`config.mk`:
```
export PLATFORM = sky130hd
export DESIGN_NAME = id_ex_pipe_flat
export DESIGN_NICKNAME = d
export VERILOG_FILES = /design/src/rtl/mips_pkg.sv /design/src/rtl/id_ex_pipe_if.sv /design/src/rtl/id_ex_pipe_load_use_detect.sv /design/src/rtl/id_ex_pipe.sv /design/src/flat_wrapper.sv
export SDC_FILE = /design/constraint.sdc
export NUM_CORES = 1
export LEC_CHECK = 0
export ABC_AREA = 1
export CAP_MARGIN = 30
export CORE_AREA = 3 3 127 142
export DETAILED_ROUTE_END_ITERATION = 12
export DIE_AREA = 0 0 130 145
export PLACE_DENSITY = 0.84
export SLEW_MARGIN = 20
export SYNTH_ARGS = -nofsm -noshare
export SYNTH_HDL_FRONTEND = slang
export SYNTH_SLANG_ARGS = --single-unit
```
`constraint.sdc`:
```
create_clock -name clk -period 4.6 [get_ports clk]
set_input_delay 0.92 -clock clk [delete_from_list [all_inputs] [get_ports clk]]
set_output_delay 0.92 -clock clk [all_outputs]
set_load 0.005 [all_outputs]
```
`src/rtl/mips_pkg.sv`:
```
// Shared MIPS control definitions: control bundle
// and the opcodes decoded by main control.
package mips_pkg;

  typedef struct packed {
    logic       MemRead;
    logic       MemWrite;
    logic       MemToReg;
    logic       ALUSrc;
    logic       RegWrite;
    logic       RegDst;
    logic       Branch;
    logic       Jump;
    logic [1:0] ALUOp;
  } ctrl_t;

  localparam ctrl_t CTRL_NOP = '0;

  localparam logic [5:0] OP_RTYPE = 6'b000000;
  localparam logic [5:0] OP_LW    = 6'b100011;
  localparam logic [5:0] OP_SW    = 6'b101011;
  localparam logic [5:0] OP_BEQ   = 6'b000100;
  localparam logic [5:0] OP_J     = 6'b000010;

endpackage

```
`src/rtl/id_ex_pipe_if.sv`:
```
// ID/EX boundary bundle: decode-side fields in,
// execute-side registered fields and stall out.
interface id_ex_pipe_if #(
  parameter int DATA_W = 32,
  parameter int REG_AW = 5,
  parameter int CNT_W  = 16
);
  import mips_pkg::*;

  logic              id_valid;
  ctrl_t             id_ctrl;
  logic [REG_AW-1:0] id_rs;
  logic [REG_AW-1:0] id_rt;
  logic [REG_AW-1:0] id_rd;
  logic [DATA_W-1:0] id_rd1;
  logic [DATA_W-1:0] id_rd2;
  logic [DATA_W-1:0] id_imm;
  logic [DATA_W-1:0] id_pc4;
  logic [5:0]        id_funct;
  logic              flush;
  logic              ex_hold;

  logic              stall_if_id;
  logic              ex_valid;
  ctrl_t             ex_ctrl;
  logic [REG_AW-1:0] ex_rs;
  logic [REG_AW-1:0] ex_rt;
  logic [REG_AW-1:0] ex_wreg;
  logic [DATA_W-1:0] ex_rd1;
  logic [DATA_W-1:0] ex_rd2;
  logic [DATA_W-1:0] ex_imm;
  logic [DATA_W-1:0] ex_pc4;
  logic [5:0]        ex_funct;
  logic [CNT_W-1:0]  bubble_cnt;

  modport master (
    output id_valid, id_ctrl, id_rs, id_rt, id_rd,
    output id_rd1, id_rd2, id_imm, id_pc4, id_funct,
    output flush, ex_hold,
    input  stall_if_id, ex_valid, ex_ctrl,
    input  ex_rs, ex_rt, ex_wreg,
    input  ex_rd1, ex_rd2, ex_imm, ex_pc4,
    input  ex_funct, bubble_cnt
  );

  modport slave (
    input  id_valid, id_ctrl, id_rs, id_rt, id_rd,
    input  id_rd1, id_rd2, id_imm, id_pc4, id_funct,
    input  flush, ex_hold,
    output stall_if_id, ex_valid, ex_ctrl,
    output ex_rs, ex_rt, ex_wreg,
    output ex_rd1, ex_rd2, ex_imm, ex_pc4,
    output ex_funct, bubble_cnt
  );

endinterface

```
`src/rtl/id_ex_pipe_load_use_detect.sv`:
```
// Combinational lw load-use hazard check between
// the load sitting in EX and the instruction in ID.
module load_use_detect #(
  parameter int REG_AW = 5
) (
  input  logic              ex_valid_i,
  input  logic              ex_mem_read_i,
  input  logic [REG_AW-1:0] ex_rt_i,
  input  logic              id_valid_i,
  input  logic [REG_AW-1:0] id_rs_i,
  input  logic [REG_AW-1:0] id_rt_i,
  output logic              load_use_o
);

  logic rt_hit;

  // $zero is hardwired, so a load into it never blocks
  assign rt_hit = (ex_rt_i != '0) &
                  ((ex_rt_i == id_rs_i) |
                   (ex_rt_i == id_rt_i));

  assign load_use_o = ex_valid_i & ex_mem_read_i &
                      id_valid_i & rt_hit;

endmodule

```
`src/rtl/id_ex_pipe.sv`:
```
// ID/EX pipeline register with load-use bubble
// insertion, flush, downstream hold, bubble counter.
module id_ex_pipe
  import mips_pkg::*;
#(
  parameter int DATA_W = 32,
  parameter int REG_AW = 5,
  parameter int CNT_W  = 16
) (
  input logic         clk,
  input logic         rst_n,
  id_ex_pipe_if.slave bus
);

  logic              valid_q, valid_d;
  ctrl_t             ctrl_q, ctrl_d;
  logic [REG_AW-1:0] rs_q, rs_d;
  logic [REG_AW-1:0] rt_q, rt_d;
  logic [REG_AW-1:0] wreg_q, wreg_d;
  logic [DATA_W-1:0] rd1_q, rd1_d;
  logic [DATA_W-1:0] rd2_q, rd2_d;
  logic [DATA_W-1:0] imm_q, imm_d;
  logic [DATA_W-1:0] pc4_q, pc4_d;
  logic [5:0]        funct_q, funct_d;
  logic [CNT_W-1:0]  cnt_q, cnt_d;

  logic load_use;
  logic do_fl, do_hd, do_lu;

  load_use_detect #(
    .REG_AW (REG_AW)
  ) u_lud (
    .ex_valid_i    (valid_q),
    .ex_mem_read_i (ctrl_q.MemRead),
    .ex_rt_i       (rt_q),
    .id_valid_i    (bus.id_valid),
    .id_rs_i       (bus.id_rs),
    .id_rt_i       (bus.id_rt),
    .load_use_o    (load_use)
  );

  // one-hot view of the update priority
  assign do_fl = bus.flush;
  assign do_hd = ~bus.flush & bus.ex_hold;
  assign do_lu = ~bus.flush & ~bus.ex_hold & load_use;

  always_comb begin
    valid_d = valid_q;
    ctrl_d  = ctrl_q;
    rs_d    = rs_q;
    rt_d    = rt_q;
    wreg_d  = wreg_q;
    rd1_d   = rd1_q;
    rd2_d   = rd2_q;
    imm_d   = imm_q;
    pc4_d   = pc4_q;
    funct_d = funct_q;
    cnt_d   = cnt_q;
    unique case (1'b1)
      do_fl: begin
        valid_d = 1'b0;
        ctrl_d  = CTRL_NOP;
      end
      do_hd: ;
      do_lu: begin
        valid_d = 1'b0;
        ctrl_d  = CTRL_NOP;
        if (cnt_q != '1) cnt_d = cnt_q + 1'b1;
      end
      default: begin
        valid_d = bus.id_valid;
        ctrl_d  = bus.id_valid ? bus.id_ctrl : CTRL_NOP;
        rs_d    = bus.id_rs;
        rt_d    = bus.id_rt;
        wreg_d  = bus.id_ctrl.RegDst ? bus.id_rd
                                     : bus.id_rt;
        rd1_d   = bus.id_rd1;
        rd2_d   = bus.id_rd2;
        imm_d   = bus.id_imm;
        pc4_d   = bus.id_pc4;
        funct_d = bus.id_funct;
      end
    endcase
  end

  always_ff @(posedge clk or negedge rst_n) begin
    if (!rst_n) begin
      valid_q <= 1'b0;
      ctrl_q  <= CTRL_NOP;
      rs_q    <= '0;
      rt_q    <= '0;
      wreg_q  <= '0;
      rd1_q   <= '0;
      rd2_q   <= '0;
      imm_q   <= '0;
      pc4_q   <= '0;
      funct_q <= '0;
      cnt_q   <= '0;
    end else begin
      valid_q <= valid_d;
      ctrl_q  <= ctrl_d;
      rs_q    <= rs_d;
      rt_q    <= rt_d;
      wreg_q  <= wreg_d;
      rd1_q   <= rd1_d;
      rd2_q   <= rd2_d;
      imm_q   <= imm_d;
      pc4_q   <= pc4_d;
      funct_q <= funct_d;
      cnt_q   <= cnt_d;
    end
  end

  // stall must read 0 while reset is asserted
  assign bus.stall_if_id = rst_n & ~bus.flush &
                           (load_use | bus.ex_hold);

  assign bus.ex_valid   = valid_q;
  assign bus.ex_ctrl    = ctrl_q;
  assign bus.ex_rs      = rs_q;
  assign bus.ex_rt      = rt_q;
  assign bus.ex_wreg    = wreg_q;
  assign bus.ex_rd1     = rd1_q;
  assign bus.ex_rd2     = rd2_q;
  assign bus.ex_imm     = imm_q;
  assign bus.ex_pc4     = pc4_q;
  assign bus.ex_funct   = funct_q;
  assign bus.bubble_cnt = cnt_q;

endmodule

```
`src/flat_wrapper.sv`:
```
// flat-port wrapper written by rule: the top's interface ports become plain ports
module id_ex_pipe_flat import mips_pkg::*;
#(
  parameter int DATA_W = 32,
  parameter int REG_AW = 5,
  parameter int CNT_W  = 16
)
  (clk, rst_n, bus_id_valid, bus_id_ctrl, bus_id_rs, bus_id_rt, bus_id_rd, bus_id_rd1, bus_id_rd2, bus_id_imm, bus_id_pc4, bus_id_funct, bus_flush, bus_ex_hold, bus_stall_if_id, bus_ex_valid, bus_ex_ctrl, bus_ex_rs, bus_ex_rt, bus_ex_wreg, bus_ex_rd1, bus_ex_rd2, bus_ex_imm, bus_ex_pc4, bus_ex_funct, bus_bubble_cnt);
  id_ex_pipe_if #(.DATA_W(DATA_W), .REG_AW(REG_AW), .CNT_W(CNT_W)) bus_i ();
  input logic clk;
  input logic rst_n;
  input wire logic [$bits(bus_i.id_valid)-1:0] bus_id_valid;
  input wire logic [$bits(bus_i.id_ctrl)-1:0] bus_id_ctrl;
  input wire logic [$bits(bus_i.id_rs)-1:0] bus_id_rs;
  input wire logic [$bits(bus_i.id_rt)-1:0] bus_id_rt;
  input wire logic [$bits(bus_i.id_rd)-1:0] bus_id_rd;
  input wire logic [$bits(bus_i.id_rd1)-1:0] bus_id_rd1;
  input wire logic [$bits(bus_i.id_rd2)-1:0] bus_id_rd2;
  input wire logic [$bits(bus_i.id_imm)-1:0] bus_id_imm;
  input wire logic [$bits(bus_i.id_pc4)-1:0] bus_id_pc4;
  input wire logic [$bits(bus_i.id_funct)-1:0] bus_id_funct;
  input wire logic [$bits(bus_i.flush)-1:0] bus_flush;
  input wire logic [$bits(bus_i.ex_hold)-1:0] bus_ex_hold;
  output wire logic [$bits(bus_i.stall_if_id)-1:0] bus_stall_if_id;
  output wire logic [$bits(bus_i.ex_valid)-1:0] bus_ex_valid;
  output wire logic [$bits(bus_i.ex_ctrl)-1:0] bus_ex_ctrl;
  output wire logic [$bits(bus_i.ex_rs)-1:0] bus_ex_rs;
  output wire logic [$bits(bus_i.ex_rt)-1:0] bus_ex_rt;
  output wire logic [$bits(bus_i.ex_wreg)-1:0] bus_ex_wreg;
  output wire logic [$bits(bus_i.ex_rd1)-1:0] bus_ex_rd1;
  output wire logic [$bits(bus_i.ex_rd2)-1:0] bus_ex_rd2;
  output wire logic [$bits(bus_i.ex_imm)-1:0] bus_ex_imm;
  output wire logic [$bits(bus_i.ex_pc4)-1:0] bus_ex_pc4;
  output wire logic [$bits(bus_i.ex_funct)-1:0] bus_ex_funct;
  output wire logic [$bits(bus_i.bubble_cnt)-1:0] bus_bubble_cnt;
  assign bus_i.id_valid = bus_id_valid;
  assign bus_i.id_ctrl = bus_id_ctrl;
  assign bus_i.id_rs = bus_id_rs;
  assign bus_i.id_rt = bus_id_rt;
  assign bus_i.id_rd = bus_id_rd;
  assign bus_i.id_rd1 = bus_id_rd1;
  assign bus_i.id_rd2 = bus_id_rd2;
  assign bus_i.id_imm = bus_id_imm;
  assign bus_i.id_pc4 = bus_id_pc4;
  assign bus_i.id_funct = bus_id_funct;
  assign bus_i.flush = bus_flush;
  assign bus_i.ex_hold = bus_ex_hold;
  assign bus_stall_if_id = bus_i.stall_if_id;
  assign bus_ex_valid = bus_i.ex_valid;
  assign bus_ex_ctrl = bus_i.ex_ctrl;
  assign bus_ex_rs = bus_i.ex_rs;
  assign bus_ex_rt = bus_i.ex_rt;
  assign bus_ex_wreg = bus_i.ex_wreg;
  assign bus_ex_rd1 = bus_i.ex_rd1;
  assign bus_ex_rd2 = bus_i.ex_rd2;
  assign bus_ex_imm = bus_i.ex_imm;
  assign bus_ex_pc4 = bus_i.ex_pc4;
  assign bus_ex_funct = bus_i.ex_funct;
  assign bus_bubble_cnt = bus_i.bubble_cnt;
  id_ex_pipe #(.DATA_W(DATA_W), .REG_AW(REG_AW), .CNT_W(CNT_W)) u_core (.clk(clk), .rst_n(rst_n), .bus(bus_i));
endmodule
```
Yosys cells after proc, flatten, opt, wreduce, memory -nomap -nowiden
Cells that the tools add are included.
{"block": "totals", "reg_bits": 176, "latch_bits": 0, "ram_bits": 0, "rom_bits": 0, "input_bits": 164, "out_inout_bits": 177, "elab_cells": 44, "mem_count": 0}
{"block": "op_classes", "addsub": 1, "mul": 0, "div": 0, "magnitude_cmp": 0, "n_eq_ne": 3, "n_shift": 0, "mux": 4, "bitwise": 13, "reduce_logical": 4}
{"cell": "$pmux 10 s2", "count": 1}
{"cell": "$add 16x1->16 const B", "count": 1}
{"cell": "$ne 16x16->1 const B", "count": 1}
{"cell": "$eq 5x5->1", "count": 2}
{"cell": "$mux 10", "count": 1}
{"cell": "$and 1x1->1", "count": 9}
{"cell": "$mux 5", "count": 1}
{"cell": "$reduce_bool 5->1", "count": 1}
{"cell": "$reduce_or 3->1", "count": 1}
{"cell": "$not 1->1", "count": 2}
{"cell": "$or 1x1->1", "count": 2}
{"cell": "$pmux 1 s2", "count": 1}
{"cell": "$reduce_and 2->1", "count": 1}
{"cell": "$reduce_or 2->1", "count": 1}

Logic depth before layout (Yosys ltp)
Gate-level depths: netlist (run 1).
{"block": "logic_depth", "ltp_word": 7, "mapped_depth": 12, "mapped_depth_nobuf": 10}

By module
A second synthesis (run 1) with hierarchy kept.
{"block": "unflattened", "cells_unflattened": 896, "hier_area_um2": 7350.8}
{"mod": "id_ex_pipe", "n_inst": 1, "cells_each": 851, "area_per_inst_um2": 7154.4, "seq_area_each_um2": 4404.2}
{"mod": "load_use_detect", "n_inst": 1, "cells_each": 45, "area_per_inst_um2": 196.4, "seq_area_each_um2": 0.0}

Worst setup path after synthesis (run 1)
Ideal clock, no wire load.
{"block": "synth_timing", "kind": "input port to output port", "from": "in bus_id_rt[3]", "to": "out bus_stall_if_id", "arrival_time_ns": 1.744, "required_time_ns": 3.680, "slack_ns": 1.936, "cell_stages": 11, "n_path_buf": 1, "cell_sequence": "inv_1 nand2_1 nand2_1 nor2_1 nand3_1 nand2_2 nand2_2 buf_2 nand2_1 nand2_1 nor2_1"}
{"block": "synth_between", "elab_chain_cells": 6}
{"item": "start: declaration", "line_no": "flat_wrapper.sv:15", "source": "input wire logic [$bits(bus_i.id_rt)-1:0] bus_id_rt;"}
{"item": "$eq 5x5->1", "line_no": "id_ex_pipe_load_use_detect.sv:20", "source": "(ex_rt_i == id_rt_i));"}
{"item": "$or 1x1->1", "line_no": "id_ex_pipe_load_use_detect.sv:19", "source": "((ex_rt_i == id_rs_i) |"}
{"item": "$and 1x1->1", "line_no": "id_ex_pipe_load_use_detect.sv:18", "source": "assign rt_hit = (ex_rt_i != '0) &"}
{"item": "$and 1x1->1", "line_no": "id_ex_pipe_load_use_detect.sv:23", "source": "id_valid_i & rt_hit;"}
{"item": "$or 1x1->1", "line_no": "id_ex_pipe.sv:116", "source": "(load_use | bus.ex_hold);"}
{"item": "$and 1x1->1", "line_no": "id_ex_pipe.sv:115", "source": "assign bus.stall_if_id = rst_n & ~bus.flush &"}
{"item": "end: declaration", "line_no": "flat_wrapper.sv:24", "source": "output wire logic [$bits(bus_i.stall_if_id)-1:0] bus_stall_if_id;"}
Every way passes these cells.

Worst setup path in the final report (run 1)
{"block": "layout_timing", "from": "in bus_id_valid", "to": "out bus_stall_if_id"}
{"block": "layout_between", "elab_chain_cells": 4}
{"item": "start: declaration", "line_no": "flat_wrapper.sv:12", "source": "input wire logic [$bits(bus_i.id_valid)-1:0] bus_id_valid;"}
{"item": "$and 1x1->1", "line_no": "id_ex_pipe_load_use_detect.sv:22", "source": "assign load_use_o = ex_valid_i & ex_mem_read_i &"}
{"item": "$and 1x1->1", "line_no": "id_ex_pipe_load_use_detect.sv:23"}
{"item": "$or 1x1->1", "line_no": "id_ex_pipe.sv:116"}
{"item": "$and 1x1->1", "line_no": "id_ex_pipe.sv:115"}
Every way passes these cells.

==> results of run 1 <==
-- per-layer routing --
layer / vias up / share of wire [%]
met3: 50 / 8.3
met5: - / 0.14
met4: 4 / 2.9
met1: 3307 / 39
met2: 274 / 49
li1: 3424 / -
-- cells in the mapped netlist, drive strengths merged --
master,n
a21oi,5
and3b,1
buf,41
clkbuf,14
dfrtp,176
ha,1
inv,26
nand2,396
nand3,148
nand4,15
nor2,25
nor3,1
o21ai,14
o21bai,1
xnor2,9
xor2,5
-- registers in the layout, indices dropped and copies added, names as in the netlist --
name and count:
u_core.bus.ex_rd1 32, u_core.bus.ex_wreg 5, u_core.bus.ex_rs 5, u_core.bus.ex_rd2 32, u_core.bus.bubble_cnt 16, u_core.bus.ex_ctrl 10, u_core.bus.ex_imm 32, u_core.bus.ex_rt 5
u_core.bus.ex_funct 6, u_core.bus.ex_valid 1, u_core.bus.ex_pc4 32
-- cell type report --
class	count	area, um^2
Clock buffer	18	439
Clock inverter	13	175
Sequential cell	176	4400
Tap cell	208	260
Multi-Input combinational cell	621	2700
Inverter	26	97.6
Fill cell	1340	5200
Timing Repair Buffer	353	3550
-- cells in the final DEF (no fill, tap or decap), drive strengths merged --
master	netlist	routed
bufinv	0	3
clkinv	0	2
nand2	396	396
dfrtp	176	176
buf	41	14
nand4	15	15
nor3	1	1
a21oi	5	5
nor2	25	25
o21bai	1	1
clkinvlp	0	3
ha	1	1
clkbuf	14	18
and3b	1	1
xor2	5	5
clkdlybuf4s50	0	339
o21ai	14	14
inv	26	31
nand3	148	148
xnor2	9	9
-- critical path, stage by stage --
cell	delay (ps)
clkdlybuf4s50_1	450
buf_4	180
nand3_1	80
o21bai_1	150
inv_1	160
nand2_4	70
nand2_1	50
nand2_1	50
nor2_1	110
clkdlybuf4s50_1	510
-- cells by family after synthesis --
| family | Yosys count | synth area share [%] |
|---|---|---|
| xor+xnor | 14 | 1.64 |
| compound gates | 20 | 1.37 |
| flops | 176 | 59.0 |
| fa+ha+maj | 1 | 0.168 |
| simple gates | 586 | 32.8 |
| buf+inv | 81 | 5.04 |
-- power groups by stage --
stage	registers [mW]	logic, mW	clock network [mW]
3_3_place_gp	1.83	0.801	0
2_1_floorplan	1.85	0.209	0
4_1_cts	1.81	0.823	1.54
6_report	1.82	0.813	1.51
5_1_grt	1.83	0.889	1.61
3_5_place_dp	1.84	0.819	0
-- stage by stage --
stage	cells	hold slack [ps]	cell area (um^2)
floorplan	878	465	7470
global placement	1381	452	10900
detailed placement	1382	457	11000
CTS	1413	411	11600
global route	1415	409	11600
finish	1415	402	11600
-- how the worst max path moves through the flow --
stage                     slack, ps         start              end
after floorplan                1940  bus_id_rt[3]  bus_stall_if_id
after global placement          930  bus_id_valid  bus_stall_if_id
after detailed placement        950  bus_id_valid  bus_stall_if_id
after CTS                       940  bus_id_valid  bus_stall_if_id
after global routing            800  bus_id_valid  bus_stall_if_id
final                           940  bus_id_valid  bus_stall_if_id
==> flow_summary.toml, run 1 <==
[run_status]
outcome = "complete, no violations"

[layout]
syn_to_final_growth_pct = 55.7
diodes = 0
final_util_pct = 69.1
nets = 1360
drive_gt1_share_pct = 4.64

[power]
p_clk_share_pct = 36.5
p_comb_share_pct = 19.6
power.ir.vdd_worst_mv = 0.225
seqPwrFrac_pct = 43.8
p_total_mw = 4.14
p_int_mw = 3.09
swShare_pct = 25.4
power.leakage_nw = 5.68
p_per_area_nw_per_um2 = 356
switching_power_mw = 1.05

[yosys]
syn_area_per_cell_um2 = 8.51
netlist.area_leader.share_pct = 59.0
yosysSeqAreaShare_pct = 59.0
yosysUniqueCellTypes = 24
ys_seq_elements = 176
syn_area_um2 = 7470
yosys_warnings = 0
syn_nets = 1043
synth_cells = 878
yosys.area.top_type = "dfrtp_1"
synth_area_leaders = "dfrtp_1 (59%), nand2_1 (20%), nand3_1 (9.9%)"

[sta]
period_share_pct = 79.6
setup_viol = 0
hold_violations = 0
finClkSkew_ps = 9.27
setup_ws_ps = 939
period_minus_slack_ps = 3660
worst_pin_slew_ps = 834
final_max_slew_viol_count = 0
max_freq_mhz = 273
slew_headroom_pct = 44.4
grt_setup_unrepaired = "no"
tns_ps = 0

[detailed_routing]
viasPerCell = 4.99
wirelength_um = 23600
wl_per_cell_um = 16.7
ant_nets = 0
post-route-drc-count = 0
drtIter0Drc = 458
drt_pass1_iterations = 4
vias = 7059

[cts]
cts.clk_slew.worst_paths_ps = 70
clk_root_buffer_cell = "clkbuf_16"
hold_buffers = 0
cts.sinks = 176
cts_max_path_buffers = 2
cts_tree = "done"
post_cts_buffers = 0
cts_resized = 0
cts_max_level = 4
clkLatencyLatePin_ps = 420
tritoncts.num_buffers = 17

[die]
start_util_pct = 44.4
die_area_um2 = 18900
die_w_um = 130
rows = 50
die_y_um = 145
core_area_um2 = 16800
ioPinCount = 341

[grt]
met2_usage_pct = 40.3
overflow = 0
grt_pass1_vias = 6914
grt_max_degree = 103
antenna_found_initial = 2
use_met3_pct = 7.88
grt_pass1_wl_um = 36800
grt_usage_pct = 24.6
met1_usage_pct = 30.5
grt.busiest_layer = "met2"

[hold_path]
min_path_type = "in -> async"

[placed_design]
dp_hpwl_um = 16500
dp_slack_ps = 953
io_buffers = 340
gp_congestion = 0.858

[setup_path]
cp_data_arrival_time_ps = 2740
crit_type = "in -> out"
ff2ff_path_depth = 10
critical_path_required_ps = 3680
endpoint_kind = "primary output"
crit_fanout = 12
r2r-start = "u_core.bus.ex_rt[0]$_DFFE_PN0N_"
rrSetupSlack_ps = 2040
crit_path_start_kind = "primary input"
rr_endpoint = "u_core.bus.ex_rd2[2]$_DFFE_PN0N_"

[run]
maxCapViolations = 0
(Power assumes the default switching activity.)
==> inputs of run 2 (changes only) <==
--- a/config.mk
+++ b/config.mk
@@ -7,10 +7,10 @@
 export LEC_CHECK = 0
 export ABC_AREA = 1
 export CAP_MARGIN = 30
-export CORE_AREA = 3 3 127 142
+export CORE_AREA = 3 3 132 146
 export DETAILED_ROUTE_END_ITERATION = 12
-export DIE_AREA = 0 0 130 145
-export PLACE_DENSITY = 0.84
+export DIE_AREA = 0 0 135 149
+export PLACE_DENSITY = 0.79
 export SLEW_MARGIN = 20
 export SYNTH_ARGS = -nofsm -noshare
 export SYNTH_HDL_FRONTEND = slang
==> constraint.sdc (replaced) <==
create_clock -name clk -period 3.4 [get_ports clk]
set_input_delay 0.68 -clock clk [delete_from_list [all_inputs] [get_ports clk]]
set_output_delay 0.68 -clock clk [all_outputs]
set_load 0.005 [all_outputs]
==> flow_summary.toml, run 2 (same netlist as run 1, synthesis figures left out) <==
[setup_path]
crit_fanout = 4
rr_endpoint = "u_core.bus.ex_pc4[14]$_DFFE_PN0N_"
ff2ff_path_depth = 10
crit_end = "bus_stall_if_id"
endpoint_kind = "primary output"
r2r-start = "u_core.bus.ex_rt[2]$_DFFE_PN0N_"
critical_path_required_ps = 2720
rrSetupSlack_ps = 1140
cp_data_arrival_time_ps = 2510
startpoint = "bus_id_rt[3]"
crit_path_start_kind = "primary input"
crit_type = "in -> out"

[placed_design]
postPlaceCellArea_um2 = 11000
dp_hpwl_um = 16100
gp_congestion = 0.820
io_buffers = 340

[sta]
max_freq_mhz = 314
hold_violations = 0
setup_viol = 0
period_share_pct = 93.8
grt_setup_unrepaired = "no"
worst_pin_slew_ps = 895
hold_ws_ps = 90.7
period_minus_slack_ps = 3190
finClkSkew_ps = 8.05
slew_headroom_pct = 40.4
final_max_slew_viol_count = 0
tns_ps = 0

[run]
maxCapViolations = 0

[die]
die_w_um = 135
core_area_um2 = 17800
die_y_um = 149
ioPinCount = 341
rows = 51
start_util_pct = 41.9
die_area_um2 = 20100

[layout]
regArea_um2 = 4400
drive_gt1_share_pct = 4.16
final_common_cell = "nand2_1"
multi_input_area_um2 = 2700
fin_area_um2 = 11600
final_cell_mix = "nand2_1 (393), clkdlybuf4s50_1 (339), dfrtp_1 (176)"
syn_to_final_growth_pct = 54.8
diodes = 0
fill_cells = 1449
nets = 1355

[grt]
antenna_found_initial = 0
grt_usage_pct = 23.0
grt_max_degree = 160
grt_pass1_wl_um = 37000
grt_pass1_vias = 6962
overflow = 0

[detailed_routing]
post-route-drc-count = 0
vias = 7072
viasPerCell = 4.91
wl_per_cell_um = 16.4
drtIter0Drc = 410
ant_nets = 0
drt_pass1_iterations = 6
wirelength_um = 23600

[cts]
tritoncts.num_buffers = 17
clk_root_buffer_cell = "clkbuf_16"
cts_resized = 0
clkLatencyLatePin_ps = 420
cts_max_path_buffers = 2
cts.clk_slew.worst_paths_ps = 70
hold_buffers = 0
cts.sinks = 176
post_cts_buffers = 0
cts_max_level = 4
cts_tree = "done"

[power]
p_per_area_nw_per_um2 = 471
power.ir.vdd_worst_mv = 0.308
p_total_mw = 5.44
power.leakage_nw = 5.64

[hold_path]
min_path_type = "in -> async"

[run_status]
outcome = "complete, no violations"
run 2: cell types whose count changed in the layout (fill, tap and decap cells not counted), sizes merged:
cell | before | now
clkbuf | 18 | 19
buf | 14 | 9
bufinv | 3 | 1
inv | 31 | 32
clkinv | 2 | 4
clkinvlp | 3 | 2
run 2: through the flow:
step                      worst slack (ps)  util [%]  std cells
after detailed placement               242      61.8       1409
after floorplan                       1220         -        878
after global routing                  53.2      65.0       1441
after CTS                              228      65.0       1441
final                                  211      65.0       1441
after global placement                 270      61.8       1409
run 2: layout make-up:
type                       instances  area share [%]
sequential                       176            38.1
timing repair buffer             348            30.3
multi-input combinational        621            23.4
inverter                          26           0.844
clock buffer                      19            3.74
clock inverter                    13            1.09
tap                              238            2.58
run 2: where the power goes:
group | internal [mW] | switching, mW
sequential | 2.32 | 0.132
clock | 1.03 | 0.871
combinational | 0.665 | 0.428
run 2: per-layer routing:
layer,vias to the layer above,part of all wire (%),global-route usage [%]
met5,-,0,0
met2,267,48,37.4
met3,52,7.6,6.82
li1,3409,-,-
met4,0,3.5,9.27
met1,3344,41,29.0
run 2: worst min path at each step:
stage | from | endpoint | cells past startpoint
4_1_cts | rst_n | u_core.bus.ex_pc4[7]$_DFFE_PN0N_ | 1
2_1_floorplan | rst_n | u_core.bus.bubble_cnt[0]$_DFFE_PN0P_ | 0
3_5_place_dp | u_core.bus.ex_rd2[7]$_DFFE_PN0N_ | u_core.bus.ex_rd2[7]$_DFFE_PN0N_ | 2
5_1_grt | rst_n | u_core.bus.ex_pc4[7]$_DFFE_PN0N_ | 1
3_3_place_gp | u_core.bus.ex_imm[10]$_DFFE_PN0N_ | u_core.bus.ex_imm[10]$_DFFE_PN0N_ | 2
6_report | rst_n | u_core.bus.ex_imm[15]$_DFFE_PN0N_ | 1
run 2: critical path, stage by stage:
cell and delay [ps]:
clkdlybuf4s50_1 480, inv_1 80, nand2_1 60, nand2_1 50, nor2_1 110, nand3_1 100
nand2_2 150, nand2_4 80, nand2_1 60, nand2_1 40, nor2_1 80, clkdlybuf4s50_1 530
==> inputs of run 3 (changes only) <==
==> constraint.sdc (replaced) <==
create_clock -name clk -period 3.2 [get_ports clk]
set_input_delay 0.64 -clock clk [delete_from_list [all_inputs] [get_ports clk]]
set_output_delay 0.64 -clock clk [all_outputs]
set_load 0.005 [all_outputs]
==> flow_summary.toml, run 3 (same netlist as run 1, synthesis figures left out) <==
[power]
seqPwrFrac_pct = 44.6
p_int_mw = 4.30
p_comb_share_pct = 19.9
power.ir.vdd_worst_mv = 0.338
p_per_area_nw_per_um2 = 503
p_clk_share_pct = 35.5
switching_power_mw = 1.54
power.leakage_nw = 5.65
swShare_pct = 26.4
p_total_mw = 5.85

[grt]
antenna_found_initial = 0
grt_max_degree = 164
overflow = 0
grt_pass1_wl_um = 36800
grt_usage_pct = 22.9
grt_pass1_vias = 6930

[sta]
finClkSkew_ps = 11.0
hold_violations = 0
final_max_slew_viol_count = 0
tns_ps = 0
max_freq_mhz = 332
grt_setup_unrepaired = "no"
worst_pin_slew_ps = 809
setup_viol = 0
period_share_pct = 94.1
period_minus_slack_ps = 3010
slew_headroom_pct = 46.1
setup_ws_ps = 188

[setup_path]
crit_top_cell = "nand2_1"
crit_type = "in -> out"
crit_path_start_kind = "primary input"
critical_path_required_ps = 2560
crit_fanout = 3
cp_slowest_cell = "clkdlybuf4s50_1"
ff2ff_path_depth = 11
cp_data_arrival_time_ps = 2370
startpoint = "bus_id_rt[3]"
critPathMaxStageDelay_ps = 510
r2r-start = "u_core.bus.ex_rt[0]$_DFFE_PN0N_"
endpoint_kind = "primary output"
crit_chain = "clkdlybuf4s50_1 > inv_1 > nand2_1 > nand2_1 > nor2_1 > nand3_1 > nand2_2 > nand2_4 > nand2_1 > nand2_1 > nor2_1 > clkdlybuf4s50_1"

[die]
core_area_um2 = 17800
die_w_um = 135
rows = 51
start_util_pct = 41.9
ioPinCount = 341
die_area_um2 = 20100
die_y_um = 149

[layout]
drive_gt1_share_pct = 4.32
syn_to_final_growth_pct = 55.5
final_cell_mix = "nand2_1 (393), clkdlybuf4s50_1 (339), dfrtp_1 (176)"
fin_area_um2 = 11600
diodes = 0
nets = 1356
final_common_cell = "nand2_1"
fill_cells = 1482
layout.cells.non_filler = 1442

[cts]
clk_root_buffer_cell = "clkbuf_16"
tritoncts.num_buffers = 17
cts.clk_slew.worst_paths_ps = 70
cts_max_path_buffers = 2
cts_resized = 0
clkLatencyLatePin_ps = 420
cts_tree = "done"
cts_max_level = 4
cts.sinks = 176
post_cts_buffers = 0
hold_buffers = 0

[detailed_routing]
ant_nets = 0
wl_per_cell_um = 16.3
vias = 7068
drtIter0Drc = 484
drt_pass1_iterations = 5
viasPerCell = 4.90
post-route-drc-count = 0
wirelength_um = 23500

[placed_design]
io_buffers = 340
gp_congestion = 0.862
postPlaceCellArea_um2 = 11000
dp_hpwl_um = 16100
dp_cells = 1410
dp_slack_ps = 211

[run]
maxCapViolations = 0

[hold_path]
min_path_type = "in -> async"

[run_status]
outcome = "complete, no violations"
## run 3: cell types whose count changed in the layout (fill, tap and decap cells not counted)
cell,before,now
clkinv_2,3,0
inv_6,4,2
inv_8,2,4
buf_12,3,4
clkbuf_1,2,1
clkbuf_8,0,1
clkinv_4,1,2
clkinv_8,0,1
clkinvlp_4,2,3
## run 3: worst max-delay path: cells and delay by family
kind | cells | cell delay, ps
buf+inv | 3 | 1060
simple gates | 9 | 680
## run 3: worst paths after layout
check	end	slack, ps
setup reg to reg	u_core.bus.ex_rs[2]$_DFFE_PN0N_	1050
min in group clk	u_core.bus.ex_pc4[16]$_DFFE_PN0N_	470
setup / recovery	bus_stall_if_id	190
hold / removal	u_core.bus.ex_imm[29]$_DFFE_PN0N_	240
max in group asynchronous	u_core.bus.ex_rd1[7]$_DFFE_PN0N_	1830
hold reg to reg	u_core.bus.ex_pc4[16]$_DFFE_PN0N_	470
## run 3: area by class of cell
type | count | area, um^2 | area share [%]
timing repair buffer | 349 | 3520 | 30.3
clock buffer | 19 | 443 | 3.81
multi-input combinational | 621 | 2700 | 23.3
clock inverter | 13 | 149 | 1.28
sequential | 176 | 4400 | 37.9
tap | 238 | 298 | 2.56
inverter | 26 | 97.6 | 0.840
## run 3: routing by layer
layer | part of all wire, % | up-vias | global-route usage, %
li1 | - | 3418 | -
met1 | 39 | 3318 | 28.3
met2 | 49 | 283 | 37.6
met3 | 8.4 | 49 | 7.25
met4 | 3.5 | 0 | 8.97
met5 | 0 | - | 0
## run 3: stage by stage
step / util, % / hold WS, ps
final: 65.2 / 238
after global routing: 65.2 / 245
after CTS: 65.2 / 240
after detailed placement: 61.9 / 457
after global placement: 61.9 / 452
after floorplan: - / 344
## run 3: power groups by stage
stage | sequential, mW | combinational, mW | clock (mW)
6_report | 2.61 | 1.16 | 2.08
5_1_grt | 2.63 | 1.27 | 2.22
4_1_cts | 2.60 | 1.18 | 2.12
3_5_place_dp | 2.64 | 1.18 | 0
3_3_place_gp | 2.63 | 1.16 | 0
2_1_floorplan | 2.66 | 0.300 | 0
